==> config.mk <==
export PLATFORM = sky130hd
export DESIGN_NAME = b_bit_decoder
export DESIGN_NICKNAME = d
export VERILOG_FILES = /design/src/rtl/b_bit_decoder.sv
export SDC_FILE = /design/constraint.sdc
export NUM_CORES = 1
export LEC_CHECK = 0
export CORE_ASPECT_RATIO = 0.8
export CORE_MARGIN = 3
export CORE_UTILIZATION = 61
export CTS_CLUSTER_SIZE = 16
export DETAILED_ROUTE_END_ITERATION = 6
export PLACE_DENSITY = 0.8
export SLEW_MARGIN = 10
export SYNTH_ARGS = -nofsm -noshare
export SYNTH_HDL_FRONTEND = slang
export SYNTH_SLANG_ARGS = --single-unit
export TNS_END_PERCENT = 30
==> constraint.sdc <==
create_clock -name clk -period 4.4 [get_ports clk]
set_clock_uncertainty 0.2 [all_clocks]
set_input_delay 0.88 -clock clk [delete_from_list [all_inputs] [get_ports clk]]
set_output_delay 0.88 -clock clk [all_outputs]
set_load 0.005 [all_outputs]
==> src/rtl/b_bit_decoder.sv <==
// DBPSK bit-stream frame decoder: differential decode, self-synchronous descrambling,
// SFD search, header skip, LSB-first byte assembly and bit-serial CRC-32 check.
`timescale 1ns/1ps
module b_bit_decoder #(
  parameter int unsigned SKIP_BITS   = 48,
  parameter int unsigned FRAME_BYTES = 38,
  parameter logic [15:0] SFD         = 16'hF3A0
) (
  input  logic       clk,
  input  logic       reset,
  input  logic       enable,
  input  logic       bit_valid,
  input  logic       phase_in,
  output logic [7:0] byte_data,
  output logic       byte_valid,
  output logic       sfd_found,
  output logic       frame_done,
  output logic       crc_ok,
  output logic       busy
);

  localparam logic [2:0] ST_IDLE    = 3'd0;
  localparam logic [2:0] ST_SEARCH  = 3'd1;
  localparam logic [2:0] ST_SKIP    = 3'd2;
  localparam logic [2:0] ST_PAYLOAD = 3'd3;
  localparam logic [2:0] ST_DONE    = 3'd4;

  localparam logic [31:0] CRC_POLY    = 32'hEDB88320;
  localparam logic [31:0] CRC_INIT    = 32'hFFFF_FFFF;
  localparam logic [31:0] CRC_RESIDUE = 32'hDEBB20E3;
  localparam logic [5:0]  SKIP_LAST   = 6'(SKIP_BITS - 1);
  localparam logic [7:0]  LAST_BYTE   = 8'(FRAME_BYTES - 1);

  logic [2:0]  state_q, state_d;
  logic        prev_phase_q, prev_phase_d;
  logic [6:0]  scr_q, scr_d;
  logic [15:0] sfd_sr_q, sfd_sr_d;
  logic [5:0]  bit_cnt_q, bit_cnt_d;
  logic [7:0]  byte_cnt_q, byte_cnt_d;
  logic [7:0]  shift_q, shift_d;
  logic [31:0] crc_q, crc_d;
  logic [7:0]  byte_data_q, byte_data_d;
  logic        byte_valid_q, byte_valid_d;
  logic        sfd_found_q, sfd_found_d;
  logic        frame_done_q, frame_done_d;
  logic        crc_ok_q, crc_ok_d;

  logic        d_bit, out_bit, crc_fb;
  logic [15:0] sfd_next;
  logic [31:0] crc_next;
  logic [7:0]  shift_next;

  always_comb begin
    d_bit      = phase_in ^ prev_phase_q;
    out_bit    = d_bit ^ scr_q[3] ^ scr_q[6];
    sfd_next   = {out_bit, sfd_sr_q[15:1]};
    shift_next = {out_bit, shift_q[7:1]};
    crc_fb     = crc_q[0] ^ out_bit;
    crc_next   = {1'b0, crc_q[31:1]} ^ (crc_fb ? CRC_POLY : '0);
  end

  always_comb begin
    state_d      = state_q;
    prev_phase_d = prev_phase_q;
    scr_d        = scr_q;
    sfd_sr_d     = sfd_sr_q;
    bit_cnt_d    = bit_cnt_q;
    byte_cnt_d   = byte_cnt_q;
    shift_d      = shift_q;
    crc_d        = crc_q;
    byte_data_d  = byte_data_q;
    crc_ok_d     = crc_ok_q;
    byte_valid_d = 1'b0;
    sfd_found_d  = 1'b0;
    frame_done_d = 1'b0;

    if (!enable) begin
      // Dropping enable beats a coincident bit; IDLE wipes the partial frame next cycle.
      state_d = ST_IDLE;
    end else if (state_q == ST_IDLE) begin
      prev_phase_d = 1'b0;
      scr_d        = '0;
      sfd_sr_d     = '0;
      bit_cnt_d    = '0;
      byte_cnt_d   = '0;
      shift_d      = '0;
      state_d      = ST_SEARCH;
    end else begin
      if (bit_valid) begin
        prev_phase_d = phase_in;
        scr_d        = {scr_q[5:0], d_bit};
        case (state_q)
          ST_SEARCH: begin
            sfd_sr_d = sfd_next;
            if (sfd_next == SFD) begin
              sfd_found_d = 1'b1;
              crc_ok_d    = 1'b0;
              crc_d       = CRC_INIT;
              bit_cnt_d   = '0;
              byte_cnt_d  = '0;
              shift_d     = '0;
              state_d     = (SKIP_BITS == 0) ? ST_PAYLOAD : ST_SKIP;
            end
          end
          ST_SKIP: begin
            if (bit_cnt_q == SKIP_LAST) begin
              bit_cnt_d = '0;
              state_d   = ST_PAYLOAD;
            end else begin
              bit_cnt_d = bit_cnt_q + 6'd1;
            end
          end
          ST_PAYLOAD: begin
            crc_d   = crc_next;
            shift_d = shift_next;
            if (bit_cnt_q == 6'd7) begin
              bit_cnt_d    = '0;
              byte_data_d  = shift_next;
              byte_valid_d = 1'b1;
              byte_cnt_d   = byte_cnt_q + 8'd1;
              if (byte_cnt_q == LAST_BYTE) state_d = ST_DONE;
            end else begin
              bit_cnt_d = bit_cnt_q + 6'd1;
            end
          end
          default: ;
        endcase
      end
      // The final byte strobe is always the first cycle spent in DONE.
      if (state_q == ST_DONE && byte_valid_q) begin
        frame_done_d = 1'b1;
        crc_ok_d     = (crc_q == CRC_RESIDUE);
      end
      if (state_q > ST_DONE) state_d = ST_IDLE;
    end
  end

  always_ff @(posedge clk) begin
    if (reset) begin
      state_q      <= ST_IDLE;
      prev_phase_q <= 1'b0;
      scr_q        <= '0;
      sfd_sr_q     <= '0;
      bit_cnt_q    <= '0;
      byte_cnt_q   <= '0;
      shift_q      <= '0;
      crc_q        <= CRC_INIT;
      byte_data_q  <= '0;
      byte_valid_q <= 1'b0;
      sfd_found_q  <= 1'b0;
      frame_done_q <= 1'b0;
      crc_ok_q     <= 1'b0;
    end else begin
      state_q      <= state_d;
      prev_phase_q <= prev_phase_d;
      scr_q        <= scr_d;
      sfd_sr_q     <= sfd_sr_d;
      bit_cnt_q    <= bit_cnt_d;
      byte_cnt_q   <= byte_cnt_d;
      shift_q      <= shift_d;
      crc_q        <= crc_d;
      byte_data_q  <= byte_data_d;
      byte_valid_q <= byte_valid_d;
      sfd_found_q  <= sfd_found_d;
      frame_done_q <= frame_done_d;
      crc_ok_q     <= crc_ok_d;
    end
  end

  assign byte_data  = byte_data_q;
  assign byte_valid = byte_valid_q;
  assign sfd_found  = sfd_found_q;
  assign frame_done = frame_done_q;
  assign crc_ok     = crc_ok_q;
  assign busy       = (state_q != ST_IDLE);

endmodule

==> flow_summary.ini <==
[status]
status = finished, final reports clean

[worst_hold_path]
hold_depth = 2
holdCritPathClass = reg -> reg
whs_endpoint = byte_data[5]
worstHoldStart = byte_data[5]

[floorplanning]
rows = 26
die_x_um = 98.2
dieArea_mm2 = 0.00783
fp.coreArea_mm2 = 0.00647
die_y_um = 79.8
ios = 18
initial_core_util = 0.641

[worst_setup_path]
cp.required_ns = 3.32
path_cells = nor2_1 > ha_1 > inv_2 > clkdlybuf4s50_1
crit_path_top_delay_cell = ha_1
worst_setup_path_end_kind = primary output
worst_r2r_endpoint = crc_q[11]
cp-start-kind = flip-flop
cp_data_arrival_time_ns = 2.22
critical_path_class = reg -> out
r2r-start = state_q[1]
reg2reg_slack_ns = 1.43
slowest_delay_ns = 0.53
cp_max_fo = 16
r2r_cells = 8

[logic_synthesis]
synthDistinctLibCells = 62
yosysSeqAreaShare = 0.439
netlist_area_mm2 = 0.00415
synthAdderAreaFrac = 0.0181
synth_top_family_by_area = simple AND/OR/NAND/NOR gates
async_flop_share = 0
ys_ff_latch = 91
synthCells = 452
muxShareOfSynthArea = 0.0676
synth-compound-area-share = 0.169
synth_edf_count = 0
ys.flop_type = dfxtp_1
synthTopCellsByArea = dfxtp_1 (44%), mux2i_1 (6.8%), nor2_1 (6.3%), a22oi_1 (4.2%), nand2_1 (4.0%)
syn-mean-instance-area_um2 = 9.18
synth-simple-area-share = 0.220
synth.yosys.warnings = 0
synthXorXnorAreaFrac = 0.0395
synth_top_cell_by_area = dfxtp_1
synth_nets = 463
synth_top_area_frac = 0.439

[pwr]
finalPower_mw = 1.44
power_density_mw_per_mm2 = 322
leakagePower_nw = 1.47
irDropWorstVdd_mv = 0.257

[global_routing]
antenna_found_initial = 0
grt_busiest_layer = met2
grt_use_met1 = 0.317
use_met3 = 0.0603
grt_pass1_vias = 3114
grt_pass1_wl_um = 14600
grtUsageMet2 = 0.354
track_usage = 0.229
grt_max_degree = 79
grt-ovfl-total = 0

[clock_network]
cts_buffers = 9
clockBufferDepth = 2
clkSinkCount = 91
clock_latency_ns = 0.37
cts.htree.levels = 3
cts_setup_buffers = 0
cts_tree = built
path_clk_slew_ns = 0.09
cts_resized = 0
hold_buffers = 0
cts_root_buffer = clkbuf_8

[placed_design]
io_buffers = 17
dp_hpwl_um = 5660
place_ws_ns = 1.15
dpl-instance-area_mm2 = 0.00431
place_congestion = 0.902

[sta]
fmax_mhz = 303
finalCritPeriodShare = 0.750
drv_slew = 0
setup_violations = 0
finalCriticalPeriod_ns = 3.30
tns_ns = 0
slew_headroom = 0.473
worstMarginPinSlew_ns = 0.790
hold_violations = 0
worst_slack_ns = 1.10
rsz0062_at_grt = false

[detailed_routing]
first_pass_iters = 5
wl_per_cell_um = 15.8
vias = 3350
vias_per_cell = 6.14
totalWireLength_um = 8630
route.detailed.drc = 0
final_antenna_net_count = 0
drt-initial-drc-count = 307

[run]
maxCapViolations = 0

[cells_and_area]
layout-drive-gt1-share = 0.102
antenna_cells = 0
postLayoutCellArea_mm2 = 0.00448
syn2layout_area_growth_pct = 8.02
final_nets = 468
-- layout by cell type (no fill, tap or decap), drive strengths merged, types with 6 or more instances in the layout --
cell type,n
dfxtp,91
nor2,70
nand2,45
mux2i,28
a22oi,23
a21oi,17
clkdlybuf4s50,16
xnor2,16
o32a,13
inv,13
clkbuf,9
nand4,8
and3,8
a31oi,8
buf,7
a311oi,6
nand3,6
ha,6
o21ai,6
-- worst max path at each step --
stage | startpoint | to | cells after the start
2_1_floorplan | reset | crc_q[15] | 7
3_3_place_gp | phase_in | crc_q[10] | 7
3_5_place_dp | reset | crc_q[26] | 7
4_1_cts | state_q[1] | busy | 4
5_1_grt | state_q[0] | busy | 4
6_report | state_q[1] | busy | 4
-- stage by stage --
step,util,cells,hold slack [ns]
2_1_floorplan,-,452,0.235
3_3_place_gp,0.665,530,0.238
3_5_place_dp,0.665,530,0.246
4_1_cts,0.692,546,0.260
5_1_grt,0.692,546,0.272
6_report,0.692,546,0.259
-- synthesized netlist by cell type, drive strengths merged (3+ instances only) --
library cell and n:
dfxtp 91, nor2b 3, o32a 13, nand2 45
a311oi 6, a31oi 8, nand3 6, nand2b 5
mux2i 28, inv 10, nor4 5, a21oi 17
nor2 70, or4 3, xnor2 16, and3 8
buf 8, nor4bb 3, nor3 5, or3 4
a22oi 23, o21ai 6, nand4 8, nand4b 4
clkbuf 21, ha 6
-- kinds of logic (layout without fill, tap and decap cells) --
logic type,count (synthesis),in the layout
mux,28,28
flops,91,91
simple gates,181,181
fa+ha+maj,6,6
xor+xnor,17,17
buf+inv,39,49
compound gates,90,90
-- flip-flops by register name, summed over array words and instances, names as in the netlist --
register      cells
frame_done        1
prev_phase_q      1
scr_q             7
byte_cnt_q        8
state_q           3
bit_cnt_q         6
sfd_found         1
byte_valid        1
byte_data         8
shift_q           7
crc_q            32
crc_ok            1
sfd_sr_q         15
-- per-layer routing --
layer / wire, um / part of all wire
met1: 4240 / 0.49
met2: 3770 / 0.44
met3: 458 / 0.053
met4: 160 / 0.019
met5: 0 / 0
-- cell type report --
cell class,instances,area (um^2)
multi-input cells,322,2130
flip-flops and latches,91,1820
inverters,10,37.5
fillers,510,1990
repair buffers,23,210
clock buffers,9,124
clock inverters,7,51.3
well taps,84,105
-- worst max-delay path, delay by kind of cell, from the launching register on --
family / cells / cell delay (ns)
adder cells (fa/ha/maj): 1 / 0.53
flip-flops: 1 / 0.43
AND/OR/NAND/NOR: 1 / 0.22
buffers and inverters: 2 / 0.67
-- where the power goes --
part / switching, mW / leakage (nW) / internal (mW) / total (mW)
Clock: 0.307 / 0.0864 / 0.209 / 0.516
Combinational: 0.0658 / 0.654 / 0.0338 / 0.0996
Sequential: 0.00303 / 0.734 / 0.824 / 0.827
Power figures use the tool's default switching activity.
==> patch: new RTL, same flow settings <==
Take the reset off `sfd_sr_q` and load it in a clocked block of its own.
--- a/src/rtl/b_bit_decoder.sv
+++ b/src/rtl/b_bit_decoder.sv
@@ -140,7 +140,6 @@
       state_q      <= ST_IDLE;
       prev_phase_q <= 1'b0;
       scr_q        <= '0;
-      sfd_sr_q     <= '0;
       bit_cnt_q    <= '0;
       byte_cnt_q   <= '0;
       shift_q      <= '0;
@@ -154,7 +153,6 @@
       state_q      <= state_d;
       prev_phase_q <= prev_phase_d;
       scr_q        <= scr_d;
-      sfd_sr_q     <= sfd_sr_d;
       bit_cnt_q    <= bit_cnt_d;
       byte_cnt_q   <= byte_cnt_d;
       shift_q      <= shift_d;
@@ -167,6 +165,10 @@
     end
   end
 
+  always_ff @(posedge clk) begin
+    sfd_sr_q <= sfd_sr_d;
+  end
+
   assign byte_data  = byte_data_q;
   assign byte_valid = byte_valid_q;
   assign sfd_found  = sfd_found_q;
Function: no difference found for any inputs over 10 cycles, from zero or initial values and one cycle with reset high; that may be too few to reach the edited logic, so the function may still have changed.
==> patch against the unedited design <==
Worst setup slack got worse by 0.43 ns. Sequential cell count did not move. Clock power rose by 8.7%. Die area rose by 0.14%. Global-route usage rose by 1.1 points. Cell area rose by 1.6%. Power rose by 6.3%. Routed wire length rose by 2.8%. Area after synthesis rose by 0.15%. Highest routed layer unchanged.
==> patch: results (changes against the unedited design) <==
stage	metric	value	unit	change
yosys	synthXorXnorAreaFrac	3.97	%	+0.024 points
final_layout	drive_gt1_share	6.83	%	-3.3 points
sta	worst_pin_slew	1.11	ns	+0.318 ns
final_layout	fill_cells	528		+3.5%
status	status	finished, final reports clean		
routing	drtIter0Drc	253		-18%
final_layout	postLayoutCoreUtil	70.0	%	+0.79 points
place	dp_hpwl	5810	µm	+2.7%
global_routing	grt_pass1_wl	15300	µm	+4.4%
place	gp_congestion	0.852		-5.6%
power_and_ir_drop	leakage	0.00157	µW	+6.2%
yosys	ys_types	55		-11%
critical_path	reg2regPathDepth	6		-2
place	dp_slack	0.662	ns	-0.488 ns
yosys	synthMuxAreaShare	0.723	%	-6.0 points
final_layout	buf_share	4.94	%	+0.25 points
power_and_ir_drop	peakVddDrop	0.190	mV	-26%
place	placed_cells	522		-1.5%
yosys	synthAdderAreaFrac	1.81	%	-0.0027 points
final_layout	nNetsFinal	460		-1.7%
global_routing	grt_pass1_vias	3123		+0.29%
final_layout	sh_seq_area	43.3	%	+2.6 points
critical_path	r2r_slack	0.84	ns	-0.59 ns
final_layout	multi_input_area_share	44.7	%	-2.8 points
yosys	yosys-top-cells-count	dfxtp_1, a21oi_1, nand2_1		
yosys	synth_area_leaders	dfxtp_1, edfxtp_1, a21oi_1		
final_layout	n_sequential_cell	91		unchanged
place	dpl_cell_area	0.00436	mm²	+1.3%
-- patch: changes by cell type in the layout (fill, tap and decap cells not counted), sizes merged, moves of 16 or more --
cell / delta
a21oi: +22
nor2: -45
nand2: -16
nor4: +16
mux2i: -25
o21bai: +19
-- patch: worst max-delay path, stage by stage, from the launching register on --
cell	delay, ns
dfxtp_1	0.47
nor2_1	0.26
ha_1	0.80
inv_1	0.24
clkdlybuf4s50_1	0.51
-- patch: worst max path at each step --
| stage | start | to | slack [ns] | cells past startpoint |
|---|---|---|---|---|
| floorplan | state_q[1] | sfd_sr_q[10] | 1.64 | 7 |
| global placement | phase_in | crc_q[19] | 0.76 | 7 |
| detailed placement | phase_in | crc_q[8] | 0.66 | 7 |
| CTS | state_q[1] | busy | 0.65 | 4 |
| global route | state_q[1] | busy | 0.38 | 4 |
| finish | state_q[1] | busy | 0.66 | 4 |
-- patch: cells by family after synthesis --
group,count (synthesis)
AND/OR/NAND/NOR,164
AO/OA/AOI/OAI,125
buffers and inverters,36
XOR/XNOR,18
multiplexers,3
flip-flops,91
adder cells (fa/ha/maj),6
-- patch: metal layers --
layer / part of all wire (%) / GRT usage, % / vias to the layer above
met5: 0 / 0 / -
met4: 0.71 / 6.14 / 0
met3: 5.3 / 6.55 / 9
met2: 45 / 36.3 / 96
met1: 49 / 34.2 / 1651
li1: - / - / 1663
-- patch: power breakdown --
| group | leakage, µW | internal, µW | switching (µW) | total (µW) |
|---|---|---|---|---|
| clock network | 0.0000862 | 265 | 296 | 561 |
| registers | 0.000765 | 859 | 6.57 | 866 |
| logic | 0.000714 | 36.6 | 70.5 | 107 |
